--- src/rtl/ddr_pkg.sv ---
// Shared types and mode-register layout for the DDR4 init sequencer.
// MR programming order, field offsets and the opcode builder live here.
package ddr_pkg;

  typedef enum logic [3:0] {
    ST_CKE_WAIT,
    ST_IS_WAIT,
    ST_XPR,
    ST_MRS,
    ST_MRD,
    ST_MOD,
    ST_ZQCL,
    ST_ZQW,
    ST_DONE
  } init_state_e;

  localparam logic [2:0] MR0 = 3'd0;
  localparam logic [2:0] MR1 = 3'd1;
  localparam logic [2:0] MR2 = 3'd2;
  localparam logic [2:0] MR3 = 3'd3;
  localparam logic [2:0] MR4 = 3'd4;
  localparam logic [2:0] MR5 = 3'd5;
  localparam logic [2:0] MR6 = 3'd6;

  localparam int NUM_MRS = 7;
  localparam logic [2:0] MR_ORDER [NUM_MRS] = '{MR3, MR6, MR5, MR4, MR2, MR1, MR0};

  localparam int ADDR_W         = 17;
  localparam int MODE_W         = 20;
  localparam int MR_IDX_LSB     = 17;
  localparam int MR6_TCCD_LSB   = 10;
  localparam int MR4_WR_PRE_BIT = 12;
  localparam int MR4_RD_PRE_BIT = 11;
  localparam int MR2_CWL_LSB    = 3;
  localparam int MR1_AL_LSB     = 3;
  localparam int MR0_BL_LSB     = 0;

  typedef struct packed {
    logic [2:0] tccd;
    logic       wr_pre;
    logic       rd_pre;
    logic [2:0] cwl;
    logic [1:0] al;
    logic [3:0] cl;
    logic [1:0] bl;
  } init_cfg_t;

  // MR3/MR5 and every bit not named below stay zero.
  function automatic logic [ADDR_W-1:0] mr_opcode(input logic [2:0] mr, input init_cfg_t cfg);
    logic [ADDR_W-1:0] a;
    a = '0;
    case (mr)
      MR6: a[MR6_TCCD_LSB +: 3] = cfg.tccd;
      MR4: begin
        a[MR4_WR_PRE_BIT] = cfg.wr_pre;
        a[MR4_RD_PRE_BIT] = cfg.rd_pre;
      end
      MR2: a[MR2_CWL_LSB +: 3] = cfg.cwl;
      MR1: a[MR1_AL_LSB +: 2] = cfg.al;
      MR0: begin
        // CAS latency is scattered over A6,A5,A4,A2
        a[6] = cfg.cl[3];
        a[5] = cfg.cl[2];
        a[4] = cfg.cl[1];
        a[2] = cfg.cl[0];
        a[MR0_BL_LSB +: 2] = cfg.bl;
      end
      default: a = '0;
    endcase
    return a;
  endfunction

endpackage

--- src/rtl/ddr_init_timer.sv ---
// Loadable down-counter used for every wait phase of the init sequence.
// Holds at zero rather than wrapping; zero flag drives the FSM.
module ddr_init_timer #(
  parameter int               CNT_W   = 16,
  parameter logic [CNT_W-1:0] RST_VAL = '0
) (
  input  logic             i_clk,
  input  logic             i_rst,
  input  logic             i_load,
  input  logic [CNT_W-1:0] i_load_val,
  output logic             o_zero
);

  logic [CNT_W-1:0] r_cnt;

  always_ff @(posedge i_clk or posedge i_rst) begin
    if (i_rst) begin
      r_cnt <= RST_VAL;
    end else if (i_load) begin
      r_cnt <= i_load_val;
    end else if (r_cnt != '0) begin
      r_cnt <= r_cnt - CNT_W'(1);
    end
  end

  assign o_zero = (r_cnt == '0);

endmodule

--- src/rtl/ddr_init_seq.sv ---
// Multi-rank DDR4 power-up/re-init sequencer: CKE, MR3..MR0 per rank, optional ZQCL.
// Define DDR_INIT_ZQCL_EN to include the per-rank ZQCL/ZQW phases.
module ddr_init_seq
  import ddr_pkg::*;
#(
  parameter int NUM_RANKS = 1,
  parameter int CNT_W     = 16,
  parameter int T_CKE     = 10,
  parameter int T_IS      = 2,
  parameter int T_XPR     = 5,
  parameter int T_MRD     = 8,
  parameter int T_MOD     = 24,
  parameter int T_ZQ      = 512
) (
  input  logic                 CK_t,
  input  logic                 reset,
  input  logic                 init_req,
  input  logic [2:0]           cfg_tCCD,
  input  logic                 cfg_WR_PRE,
  input  logic                 cfg_RD_PRE,
  input  logic [2:0]           cfg_CWL,
  input  logic [1:0]           cfg_AL,
  input  logic [3:0]           cfg_CL,
  input  logic [1:0]           cfg_BL,
  output logic                 CKE,
  output logic [NUM_RANKS-1:0] cs_n,
  output logic                 des_rdy,
  output logic                 mrs_rdy,
  output logic                 zqcl_rdy,
  output logic [MODE_W-1:0]    mode_reg,
  output logic                 ini_done
);

  localparam int RANK_W = (NUM_RANKS > 1) ? $clog2(NUM_RANKS) : 1;

  localparam logic [CNT_W-1:0] LD_CKE = CNT_W'(T_CKE - T_IS - 1);
  localparam logic [CNT_W-1:0] LD_IS  = CNT_W'(T_IS - 1);
  localparam logic [CNT_W-1:0] LD_XPR = CNT_W'(T_XPR - 1);
  localparam logic [CNT_W-1:0] LD_MRD = CNT_W'(T_MRD - 1);
  localparam logic [CNT_W-1:0] LD_MOD = CNT_W'(T_MOD - 1);
  localparam logic [CNT_W-1:0] LD_ZQ  = CNT_W'(T_ZQ - 1);

  if (T_CKE <= T_IS) begin : g_bad_cke
    $error("ddr_init_seq: T_CKE must be greater than T_IS");
  end
  if (T_IS < 1 || T_XPR < 1 || T_MRD < 1 || T_MOD < 1 || T_ZQ < 1) begin : g_bad_t
    $error("ddr_init_seq: every T_* parameter must be >= 1");
  end
  if (T_ZQ > (2 ** CNT_W) || T_CKE > (2 ** CNT_W) || T_MOD > (2 ** CNT_W)) begin : g_bad_w
    $error("ddr_init_seq: CNT_W too narrow for the timing parameters");
  end
  if (NUM_RANKS < 1) begin : g_bad_r
    $error("ddr_init_seq: NUM_RANKS must be >= 1");
  end

  init_state_e            r_state;
  init_state_e            w_next;
  logic [RANK_W-1:0]      r_rank;
  logic [2:0]             r_mr_pos;
  logic                   r_cfg_pend;
  init_cfg_t              r_cfg;
  init_cfg_t              w_cfg_in;
  logic                   w_zero;
  logic                   w_load;
  logic [CNT_W-1:0]       w_load_val;
  logic                   w_last_mr;
  logic                   w_last_rank;
  logic [2:0]             w_mr_idx;
  logic [NUM_RANKS-1:0]   w_rank_onehot;

  assign w_cfg_in      = {cfg_tCCD, cfg_WR_PRE, cfg_RD_PRE, cfg_CWL, cfg_AL, cfg_CL, cfg_BL};
  assign w_last_mr     = (r_mr_pos == 3'(NUM_MRS - 1));
  assign w_last_rank   = (r_rank == RANK_W'(NUM_RANKS - 1));
  assign w_mr_idx      = MR_ORDER[r_mr_pos];
  assign w_rank_onehot = NUM_RANKS'(1) << r_rank;

  // Reset value lets CKE_WAIT count immediately after reset release.
  ddr_init_timer #(
    .CNT_W   (CNT_W),
    .RST_VAL (LD_CKE)
  ) u_timer (
    .i_clk      (CK_t),
    .i_rst      (reset),
    .i_load     (w_load),
    .i_load_val (w_load_val),
    .o_zero     (w_zero)
  );

  always_ff @(posedge CK_t or posedge reset) begin
    if (reset) begin
      r_state <= ST_CKE_WAIT;
    end else begin
      r_state <= w_next;
    end
  end

  always_comb begin
    w_next = r_state;
    case (r_state)
      ST_CKE_WAIT: if (w_zero) w_next = ST_IS_WAIT;
      ST_IS_WAIT:  if (w_zero) w_next = ST_XPR;
      ST_XPR:      if (w_zero) w_next = ST_MRS;
      ST_MRS:      w_next = (w_last_mr && w_last_rank) ? ST_MOD : ST_MRD;
      ST_MRD:      if (w_zero) w_next = ST_MRS;
`ifdef DDR_INIT_ZQCL_EN
      ST_MOD:      if (w_zero) w_next = ST_ZQCL;
      ST_ZQCL:     w_next = ST_ZQW;
      ST_ZQW:      if (w_zero) w_next = w_last_rank ? ST_DONE : ST_ZQCL;
`else
      ST_MOD:      if (w_zero) w_next = ST_DONE;
`endif
      ST_DONE:     if (init_req) w_next = ST_CKE_WAIT;
      default:     w_next = ST_CKE_WAIT;
    endcase
  end

  // Timer reloads on every state change with the duration of the state being entered.
  always_comb begin
    w_load     = (w_next != r_state);
    w_load_val = '0;
    case (w_next)
      ST_CKE_WAIT: w_load_val = LD_CKE;
      ST_IS_WAIT:  w_load_val = LD_IS;
      ST_XPR:      w_load_val = LD_XPR;
      ST_MRD:      w_load_val = LD_MRD;
      ST_MOD:      w_load_val = LD_MOD;
      ST_ZQW:      w_load_val = LD_ZQ;
      default:     w_load_val = '0;
    endcase
  end

  always_ff @(posedge CK_t or posedge reset) begin
    if (reset) begin
      r_rank     <= '0;
      r_mr_pos   <= '0;
      r_cfg_pend <= 1'b1;
    end else begin
      r_cfg_pend <= (r_state == ST_DONE) && init_req;
      case (r_state)
        ST_MRS: begin
          if (w_last_mr) begin
            r_mr_pos <= '0;
            r_rank   <= w_last_rank ? '0 : r_rank + RANK_W'(1);
          end else begin
            r_mr_pos <= r_mr_pos + 3'd1;
          end
        end
        ST_ZQW: if (w_zero && !w_last_rank) r_rank <= r_rank + RANK_W'(1);
        ST_DONE: begin
          if (init_req) begin
            r_rank   <= '0;
            r_mr_pos <= '0;
          end
        end
        default: ;
      endcase
    end
  end

  // Configuration snapshot on the first CKE_WAIT cycle; pure data, no reset needed.
  always_ff @(posedge CK_t) begin
    if (r_cfg_pend) r_cfg <= w_cfg_in;
  end

  always_comb begin
    CKE      = 1'b1;
    cs_n     = '1;
    des_rdy  = 1'b0;
    mrs_rdy  = 1'b0;
    zqcl_rdy = 1'b0;
    mode_reg = '0;
    ini_done = 1'b0;
    case (r_state)
      ST_CKE_WAIT: CKE = 1'b0;
      ST_XPR, ST_MRD, ST_MOD, ST_ZQW: des_rdy = 1'b1;
      ST_MRS: begin
        mrs_rdy  = 1'b1;
        cs_n     = ~w_rank_onehot;
        mode_reg = {w_mr_idx, mr_opcode(w_mr_idx, r_cfg)};
      end
`ifdef DDR_INIT_ZQCL_EN
      ST_ZQCL: begin
        zqcl_rdy = 1'b1;
        cs_n     = ~w_rank_onehot;
      end
`endif
      ST_DONE: ini_done = 1'b1;
      default: ;
    endcase
  end

endmodule

--- config.mk ---
export PLATFORM = sky130hd
export DESIGN_NAME = ddr_init_seq
export DESIGN_NICKNAME = d
export VERILOG_FILES = /design/src/rtl/ddr_pkg.sv /design/src/rtl/ddr_init_timer.sv /design/src/rtl/ddr_init_seq.sv
export SDC_FILE = /design/constraint.sdc
export NUM_CORES = 1
export LEC_CHECK = 0
export ABC_CLOCK_PERIOD_IN_PS = 4400
export CORE_AREA = 2 2 69 71
export CTS_BUF_LIST = sky130_fd_sc_hd__clkbuf_4 sky130_fd_sc_hd__clkbuf_8
export CTS_CLUSTER_DIAMETER = 40
export DETAILED_ROUTE_END_ITERATION = 7
export DIE_AREA = 0 0 71 73
export PLACE_DENSITY = 0.92
export SYNTH_ARGS = -nofsm -noshare
export SYNTH_HDL_FRONTEND = slang
export SYNTH_HIERARCHICAL = 1
export SYNTH_SLANG_ARGS = --single-unit
--- constraint.sdc ---
create_clock -name CK_t -period 4.4 [get_ports CK_t]
set_input_delay 0.88 -clock CK_t [delete_from_list [all_inputs] [get_ports CK_t]]
set_output_delay 0.88 -clock CK_t [all_outputs]
set_load 0.02 [all_outputs]
# --- Yosys cells after proc, flatten, opt, wreduce, memory -nomap -nowiden ---
# Memory sizes are Yosys's and may differ from the RTL's.
# Index checks and enable logic that the tools add are counted.
totals:
  rom_bits: 24
  input_bits: 19
  out_inout_bits: 26
  memories: 1
  word_cells: 91
  regBits: 41
memory_table:
  columns: ["memory", "words", "width", "read_ports", "rd_clocked_by_memory_dff", "wr", "line", "text"]
  rows:
  - ["(name not given)", 8, 3, 1, 0, 0, "ddr_init_seq.sv:74", "assign w_mr_idx = MR_ORDER[r_mr_pos];"]
classes:
  n_reduce_logical: 16
  shifts: 1
  n_lt_le_gt_ge: 1
  addsub: 3
  muxes: 33
  bitwise: 3
  n_eq_ne: 21
op_table:
  columns: ["operator", "n"]
  rows:
  - ["one-hot mux 9 bit (5 select lines)", 1]
  - ["two-way mux 16 bit", 2]
  - ["equality test 4 x 3 -> 1 bit, second input constant", 6]
  - ["one-hot mux 4 bit (6 select lines)", 1]
  - ["two-way mux 20 bit", 1]
  - ["two-way mux 4 bit", 5]
  - ["zero test 16 bit", 1]
  - ["nonzero test 16 bit", 1]
  - ["subtractor 16 x 1 -> 16 bit, second input constant", 1]
  - ["two-way mux 3 bit", 5]
  - ["equality test 4 x 2 -> 1 bit, second input constant", 3]
  - ["two-way mux 1 bit", 12]
  - ["equality test 3 bit, second input constant", 3]
  - ["equality test 4 x 1 -> 1 bit, second input constant", 2]
  - ["zero test 4 bit", 2]
  - ["inequality test 2 bit, second input constant", 3]
  - ["one-hot mux 1 bit (3 select lines)", 2]
  - ["one-hot mux 3 bit (2 select lines)", 1]
  - ["equality test 4 bit, second input constant", 1]
  - [">= comparator 4 bit, second input constant", 1]
  - ["inequality test 4 bit", 1]
  - ["inverter 3 -> 4 bit", 1]
  - ["one-hot mux 1 bit (2 select lines)", 2]
  - ["one-hot mux 2 bit (2 select lines)", 1]
  - ["14 further kinds", 19]

# --- Logic depth before layout (Yosys ltp) ---
# Gate-level depths: netlist of run 1.
depth:
  ltp_word: 8
  depth_mapped: 12
  depth_no_buf: 12

# --- By module ---
# Netlist of run 1, hierarchy kept.
modules_own_cells:
  columns: ["mod", "area_each_um2", "seq_area_each_um2", "cells_each", "instances"]
  rows:
  - ["ddr_init_seq", 1367.6, 706.9, 127, 1]
  - ["ddr_init_timer", 997.2, 404.1, 102, 1]

# --- Worst setup path before layout of run 1 ---
# No wires, ideal clock.
synth_path:
  kind: "reg2reg"
  startpoint: "reg u_timer.r_cnt[0]"
  endpoint: "reg u_timer.r_cnt[14]"
  required_ns: 4.260
  synth_period_minus_slack_ns: 2.439
  stages_incl_launch_ff: 13
  path_slack_ns: 1.961
  setup_ns: 0.140
  arrival_time_ns: 2.299
  n_path_buf: 1
  cell_sequence: "dfstp_2 -> inv_1 -> ha_1 -> nor3b_2 -> nand4b_4 -> nor2_4 -> nor2_1 -> o21ai_0 -> o31a_1 -> inv_1 -> clkbuf_1 -> o311ai_1 -> o211ai_1"
synth_between:
  elab_chain_cells: 5
  elab_cells_between_ends: 12
  cone_classes: "add/sub (1); eq/ne (1); mux (7); reduce/logical (3)"
synth_rtl:
  columns: ["element", "line", "text"]
  rows:
  - ["start: declaration", "ddr_init_timer.sv:14", "logic [CNT_W-1:0] r_cnt;"]
  - ["start signal: assignment", "ddr_init_timer.sv:20", "r_cnt <= i_load_val;"]
  - ["start signal: assignment", "ddr_init_timer.sv:22", "r_cnt <= r_cnt - CNT_W'(1);"]
  - ["zero test 16 bit (*)", "ddr_init_timer.sv:26", "assign o_zero = (r_cnt == '0);"]
  - ["via w_zero", "ddr_init_seq.sv:63", "logic w_zero;"]
  - ["two-way mux 4 bit, on equally long branches", null, null]
  - ["one-hot mux 4 bit (6 select lines) (*)", "ddr_init_seq.sv:99", "case (r_state)"]
  - ["inequality test 4 bit (*)", "ddr_init_seq.sv:119", "w_load = (w_next != r_state);"]
  - ["via w_load", "ddr_init_seq.sv:64", "logic w_load;"]
  - ["two-way mux 16 bit / nonzero test 2 bit (equally long branches)", null, null]
# The timed path passes the listed nets; every way through them passes the cells marked *. The select of a mux whose other input is x is not followed.
# A chain may end at the register's enable or synchronous reset.

# --- Final worst setup path of run 1 ---
layout_path:
  startpoint: "reg r_state[2]"
  endpoint: "out mode_reg[3]"
layout_between:
  elab_chain_cells: 2
layout_rtl:
  columns: ["element", "line", "text"]
  rows:
  - ["start: declaration", "ddr_init_seq.sv:56", "init_state_e r_state;"]
  - ["start signal: assignment", "ddr_init_seq.sv:93", "r_state <= w_next;"]
  - ["equality test 4 x 2 -> 1 bit", "ddr_init_seq.sv:173", "case (r_state)"]
  - ["two-way mux 20 bit", "ddr_init_seq.sv:173", null]
  - ["end: declaration", "ddr_init_seq.sv:30", "output logic [MODE_W-1:0] mode_reg,"]
# No other way between the ends.

==> results.toml, run 1 <==
[outcome]
outcome = "finished, final reports clean"

[power]
totalPowerFinal_mw = 1.080
power_density_nw_per_um2 = 379.5
irDropWorstVdd_v = 0.0002259
p_leak_nw = 1.106

[worst_setup_path]
critPathMaxFanout = 15
required_ns = 3.52
worst_setup_path_start_kind = "register"
worst-endpoint-arrival_ns = 2.26
max_stage_delay_ns = 0.60
crit_buf_inv = 1
critical-path-top-delay-family = "simple AND/OR/NAND/NOR gates"
endpoint_kind = "output port"
worst-setup-path-type = "reg -> out"
slowest_stage = "clkdlybuf4s50_1"
cp_cell_sequence = "nand4bb_4 -> nor2_1 -> and3_1 -> clkdlybuf4s50_1"

[routing]
met1Wirelength_mm = 1.950
wl_met2_mm = 2.186
viasPerCell = 5.313
routed_wl_mm = 4.345
drt_pass1_iterations = 4
wl_per_cell_um = 13.21
drc = 0
wl_met3_um = 156
drtAntennaViolNets = 0
num_vias = 1748
top_layer = "met4"
drt-initial-drc-count = 136

[floorplan]
row_count = 25
die_h_um = 73
fp.dieArea_um2 = 5183
die_x_um = 71
coreArea_um2 = 4536
start_util_pct = 52.14
boundaryPins = 45

[synthesis]
syn_inst = 229
ys_seq_area_share_pct = 46.98
synth_seq_cells = 41
synth_edf_count = 16
netlist_area_um2 = 2365
synthFlopType = "dfrtp_1"
yosys.cell_types.count = 59
yosys_warnings = 6
syn_area_per_cell_um2 = 10.33
synthArstFlopShare_pct = 60.98

[sta]
worst_clock_skew_ns = 0.003835
hold_viol = 0
fin_tns_setup_ns = 0
maxSlewViolCount = 0
max_freq_mhz = 318.0
fin_crit_sh_pct = 71.47
tightest_slew_ns = 0.6132
rsz0062_at_grt = "no"
fin_crit_ns = 3.145
worst_slew_margin_rel_pct = 59.07
setup_viol = 0

[finish]
multiInputGateArea_um2 = 1166
diodes = 0
final_area_um2 = 2845
layout-drive-gt1-share_pct = 11.64
fin_util_pct = 62.73
seq_area_um2 = 1111
nets = 294
nFillCells = 361
area_growth_pct = 20.32

[clocking]
cts_sinks = 41
clock_tree.buffer_depth = 2
path_clk_slew_ns = 0.08
cts_tree = "yes"
clk-insertion-delay-late_ns = 0.29
cts_setup_buffers = 0
cts_resized = 0
htree_levels = 2
cts-root-buf = "clkbuf_8"
hold_buffers = 0
cts_buffers = 5

[global_route]
grt_usage_pct = 18.58
antenna_found_initial = 0
grt_pass1_wl_mm = 7.638
grt_max_degree = 23
grt.overflow.total = 0
first_global_vias = 1631

[worst_hold_path]
hold_class = "reg -> reg"

[placement]
hpwlAfterDp_mm = 3.204
io_buffers = 36
dpl_cell_area_um2 = 2751
gp_congestion = 0.8203

[job]
maxCapViolCount = 0
[through the flow]
step / setup WS [ns] / std cells / hold WS [ns]
final: 1.255 / 329 / 0.5460
after global placement: 1.650 / 321 / 0.5377
after CTS: 1.249 / 329 / 0.5470
after floorplan: 1.961 / 248 / 0.5029
after detailed placement: 1.591 / 321 / 0.5311
after global routing: 1.115 / 329 / 0.5646
[final cells by class]
| type | instances | area share [%] |
|---|---|---|
| Tap cell | 54 | 2.375 |
| Sequential cell | 41 | 39.05 |
| Multi-Input combinational cell | 180 | 40.99 |
| Inverter | 9 | 1.363 |
| Timing Repair Buffer | 37 | 12.93 |
| Clock inverter | 3 | 0.8795 |
| Clock buffer | 5 | 2.419 |
[cells by family after synthesis]
logic type	count (synthesis)	synth area share, %
and+or+nand+nor	96	25.29
AOI/OAI and AO/OA	41	11.48
xor gates and xnor gates	11	4.074
other	1	0.1586
DFF	41	46.98
muxes	11	4.762
buffers and inverters	27	6.719
adders and majority gates	1	0.5290
[report_power, final]
group / switching, mW / leakage [nW] / internal (mW) / total, mW
Sequential: 0.0952 / 0.450 / 0.470 / 0.566
Combinational: 0.126 / 0.612 / 0.135 / 0.261
Clock: 0.139 / 0.0447 / 0.114 / 0.253
Total: 0.360 / 1.11 / 0.720 / 1.08
[layout by cell type (no fill, tap or decap), types with 2 or more instances in the layout]
cell type and count:
nor3_1 5, dfrtp_1 21, a21oi_1 12, nand2b_1 3
a21o_1 2, conb_1 20, nor3b_2 2, clkinv_4 2
nor3b_1 2, xnor2_1 10, nor2_1 22, clkdlybuf4s50_1 36
edfxtp_1 16, and2_1 6, a21boi_1 2, and3_1 2
nand3_1 2, nor3_2 3, o31a_1 2, nand3b_1 3
nand2_1 31, inv_1 7, nor2b_1 2, o31ai_1 3
o21ai_1 5, clkbuf_8 5, mux2i_1 9, o21ai_0 5
dfstp_2 4
[path summary, 6_finish.rpt]
path / startpoint / to / slack (ns) / cells after the start
hold reg to reg: r_rank$_DFFE_PP0P_ / r_rank$_DFFE_PP0P_ / 0.55 / 1
hold / removal: r_rank$_DFFE_PP0P_ / r_rank$_DFFE_PP0P_ / 0.55 / 1
setup reg to reg: u_timer/r_cnt[0]$_DFFE_PP1P_ / u_timer/r_cnt[9]$_DFFE_PP0P_ / 1.71 / 11
max in group asynchronous: reset / u_timer/r_cnt[15]$_DFFE_PP0P_ / 3.02 / 2
min in group asynchronous: reset / r_state[2]$_DFF_PP0_ / 0.88 / 2
setup / recovery: r_state[2]$_DFF_PP0_ / mode_reg[3] / 1.26 / 4
[cell usage after synthesis (all sizes together) (3+ instances only)]
cell type / instances / share of area (%)
nand2: 32 / 5.4
nor2: 23 / 4.0
dfrtp: 21 / 22
edfxtp: 16 / 20
buf: 14 / 4.4
a21oi: 12 / 2.5
o21ai: 10 / 2.1
xnor2: 10 / 3.7
mux2i: 9 / 3.8
nor3: 9 / 3.0
inv: 8 / 1.3
and2: 6 / 1.6
clkbuf: 4 / 0.63
dfstp: 4 / 4.4
nor3b: 4 / 1.7
nand2b: 3 / 0.79
nand3: 3 / 0.85
nand3b: 3 / 0.95
o31ai: 3 / 0.95
[flip-flops by register name, summed over array words and instances (netlist names)]
name           cells
r_cfg             16
u_timer/r_cnt     16
r_state            4
r_mr_pos           3
r_cfg_pend         1
r_rank             1
[per-layer routing]
metal | up-vias | GRT usage, %
met1 | 845 | 24.69
li1 | 861 | -
met5 | - | 0
met4 | 0 | 5.451
met3 | 5 | 4.282
met2 | 37 | 30.63
[worst reg2reg max path: cells and delay by family, from the launching register on]
kind | cells | cell delay [ns]
and+or+nand+nor | 5 | 1.14
AOI/OAI and AO/OA | 3 | 0.51
DFF | 1 | 0.38
buffers and inverters | 2 | 0.32
adders and majority gates | 1 | 0.25
No activity file was read; power rests on OpenSTA's default activity.
==> run 2: changes to the inputs <==
- ABC_CLOCK_PERIOD_IN_PS: 4400 -> 3100
- CORE_AREA: 2 2 69 71 -> 2 2 70 72
- DIE_AREA: 0 0 71 73 -> 0 0 72 74
- PLACE_DENSITY: 0.92 -> 0.9
- clock period: 4.4 -> 3.1 ns (I/O delays scaled with it)
==> results.toml, run 2 (synthesis gave the netlist of run 1 again) <==
[finish]
layout-drive-gt1-share_pct = 12.27
nets = 296
diodes = 0
layout_commonest_cell = "clkdlybuf4s50_1"
area_growth_pct = 20.85
layoutNonFillerInstCount = 331
top_regs = "r_cfg x16, u_timer/r_cnt x16, r_state x4"
final_cell_mix = "clkdlybuf4s50_1 (36), nand2_1 (31), nor2_1 (22)"

[power]
power_density_nw_per_um2 = 533.3
internal-power_mw = 1.026
switching_power_mw = 0.4976
p_sw_share_pct = 32.65
combPwrFrac_pct = 24.2
clkPwrFrac_pct = 23.1
p_leak_nw = 1.113
irDropWorstVdd_v = 0.0002595
seqPwrFrac_pct = 52.7

[placement]
gp_congestion = 0.8251
io_buffers = 36
dp_cells = 323
hpwlAfterDp_mm = 3.408

[clocking]
cts-root-buf = "clkbuf_8"
cts_buffers = 5
htree_levels = 2
cts_sinks = 41
cts_setup_buffers = 0
hold_buffers = 0
clk-insertion-delay-late_ns = 0.30
path_clk_slew_ns = 0.08
cts_tree = "yes"
clock_tree.buffer_depth = 2
cts_resized = 0

[routing]
drc = 0
drt_pass1_iterations = 4
viasPerCell = 5.344
drt-initial-drc-count = 98
num_vias = 1769
drtAntennaViolNets = 0
wl_per_cell_um = 13.60
routed_wl_mm = 4.500

[worst_setup_path]
endpoint_kind = "output port"
r2r-start = "u_timer/r_cnt[0]$_DFFE_PP1P_"
worst-endpoint-arrival_ns = 2.25
worst-setup-path-type = "reg -> out"
required_ns = 2.48
startpoint = "r_state[1]$_DFF_PP0_"
critPathMaxFanout = 13
worst_setup_path_start_kind = "register"
timing.reg2reg.setup_slack_ns = 0.41

[worst_hold_path]
hold_start = "r_rank$_DFFE_PP0P_"
hold_class = "reg -> reg"

[global_route]
grt_pass1_wl_mm = 7.797
grt_max_degree = 23
grt.overflow.total = 0
first_global_vias = 1750
antenna_found_initial = 0
grt_usage_pct = 19.01

[job]
maxCapViolCount = 0

[sta]
fin_crit_ns = 2.871
setup_viol = 0
fin_crit_sh_pct = 92.60
maxSlewViolCount = 0
worst_clock_skew_ns = 0.005018
tightest_slew_ns = 0.6184
worst_slew_margin_rel_pct = 58.73
whs_ns = 0.5470
fin_tns_setup_ns = 0
hold_viol = 0
rsz0062_at_grt = "no"
max_freq_mhz = 348.3

[floorplan]
coreArea_um2 = 4598
die_h_um = 74
boundaryPins = 45
fp.dieArea_um2 = 5328
row_count = 25
start_util_pct = 51.43
die_x_um = 72

[outcome]
outcome = "finished, final reports clean"
## run 2: changes by cell type in the layout (fill, tap and decap cells not counted), sizes merged
| cell | previous run | this run |
|---|---|---|
| clkbuf | 5 | 6 |
| clkinvlp | 1 | 2 |
| clkinv | 2 | 1 |
| inv | 9 | 8 |
| buf | 1 | 3 |
## run 2: per-stage QoR
| stage | power [mW] | setup slack (ns) | cell area, um^2 | utilization (%) |
|---|---|---|---|---|
| 3_5_place_dp | 1.181 | 0.4705 | 2766 | 60.16 |
| 5_1_grt | 1.618 | 0.1040 | 2858 | 62.15 |
| 4_1_cts | 1.531 | 0.2227 | 2858 | 62.15 |
| 2_1_floorplan | 1.099 | 0.6606 | 2436 | - |
| 6_report | 1.524 | 0.2293 | 2858 | 62.15 |
| 3_3_place_gp | 1.169 | 0.5768 | 2766 | 60.16 |
## run 2: area by class of cell
class                      count  area, um^2
fill                         365        1740
multi-input combinational    180        1166
sequential                    41        1111
timing repair buffer          39       382.9
clock buffer                   6       76.32
tap                           54       67.56
inverter                       9       38.79
clock inverter                 2       15.01
## run 2: metal layers
metal,part of all wire (%),GRT usage [%],routed length (um),up-vias
met2,51,33.95,2288,51
met3,4.2,4.201,188,7
met1,43,22.02,1945,847
met5,0,0,0,-
met4,1.7,8.595,78,0
li1,-,-,-,864
## run 2: path summary, 6_finish.rpt
path | endpoint | cells past startpoint
hold / removal | r_rank$_DFFE_PP0P_ | 1
max in group asynchronous | u_timer/r_cnt[9]$_DFFE_PP0P_ | 2
min in group asynchronous | r_state[0]$_DFF_PP0_ | 2
setup reg to reg | u_timer/r_cnt[9]$_DFFE_PP0P_ | 11
setup / recovery | mode_reg[10] | 4
hold reg to reg | r_rank$_DFFE_PP0P_ | 1
## run 2: worst max-delay path, stage by stage (launching register included)
cell and delay (ns):
dfrtp_1 0.67, nand4bb_4 0.22, nor2_1 0.27, and3_1 0.19, clkdlybuf4s50_1 0.60
## run 2: power by group through the flow
stage / sequential, mW / combinational [mW] / clock (mW)
floorplan: 0.781 / 0.318 / 0
global placement: 0.809 / 0.360 / 0
detailed placement: 0.814 / 0.367 / 0
CTS: 0.803 / 0.369 / 0.359
global route: 0.819 / 0.417 / 0.381
finish: 0.804 / 0.368 / 0.352
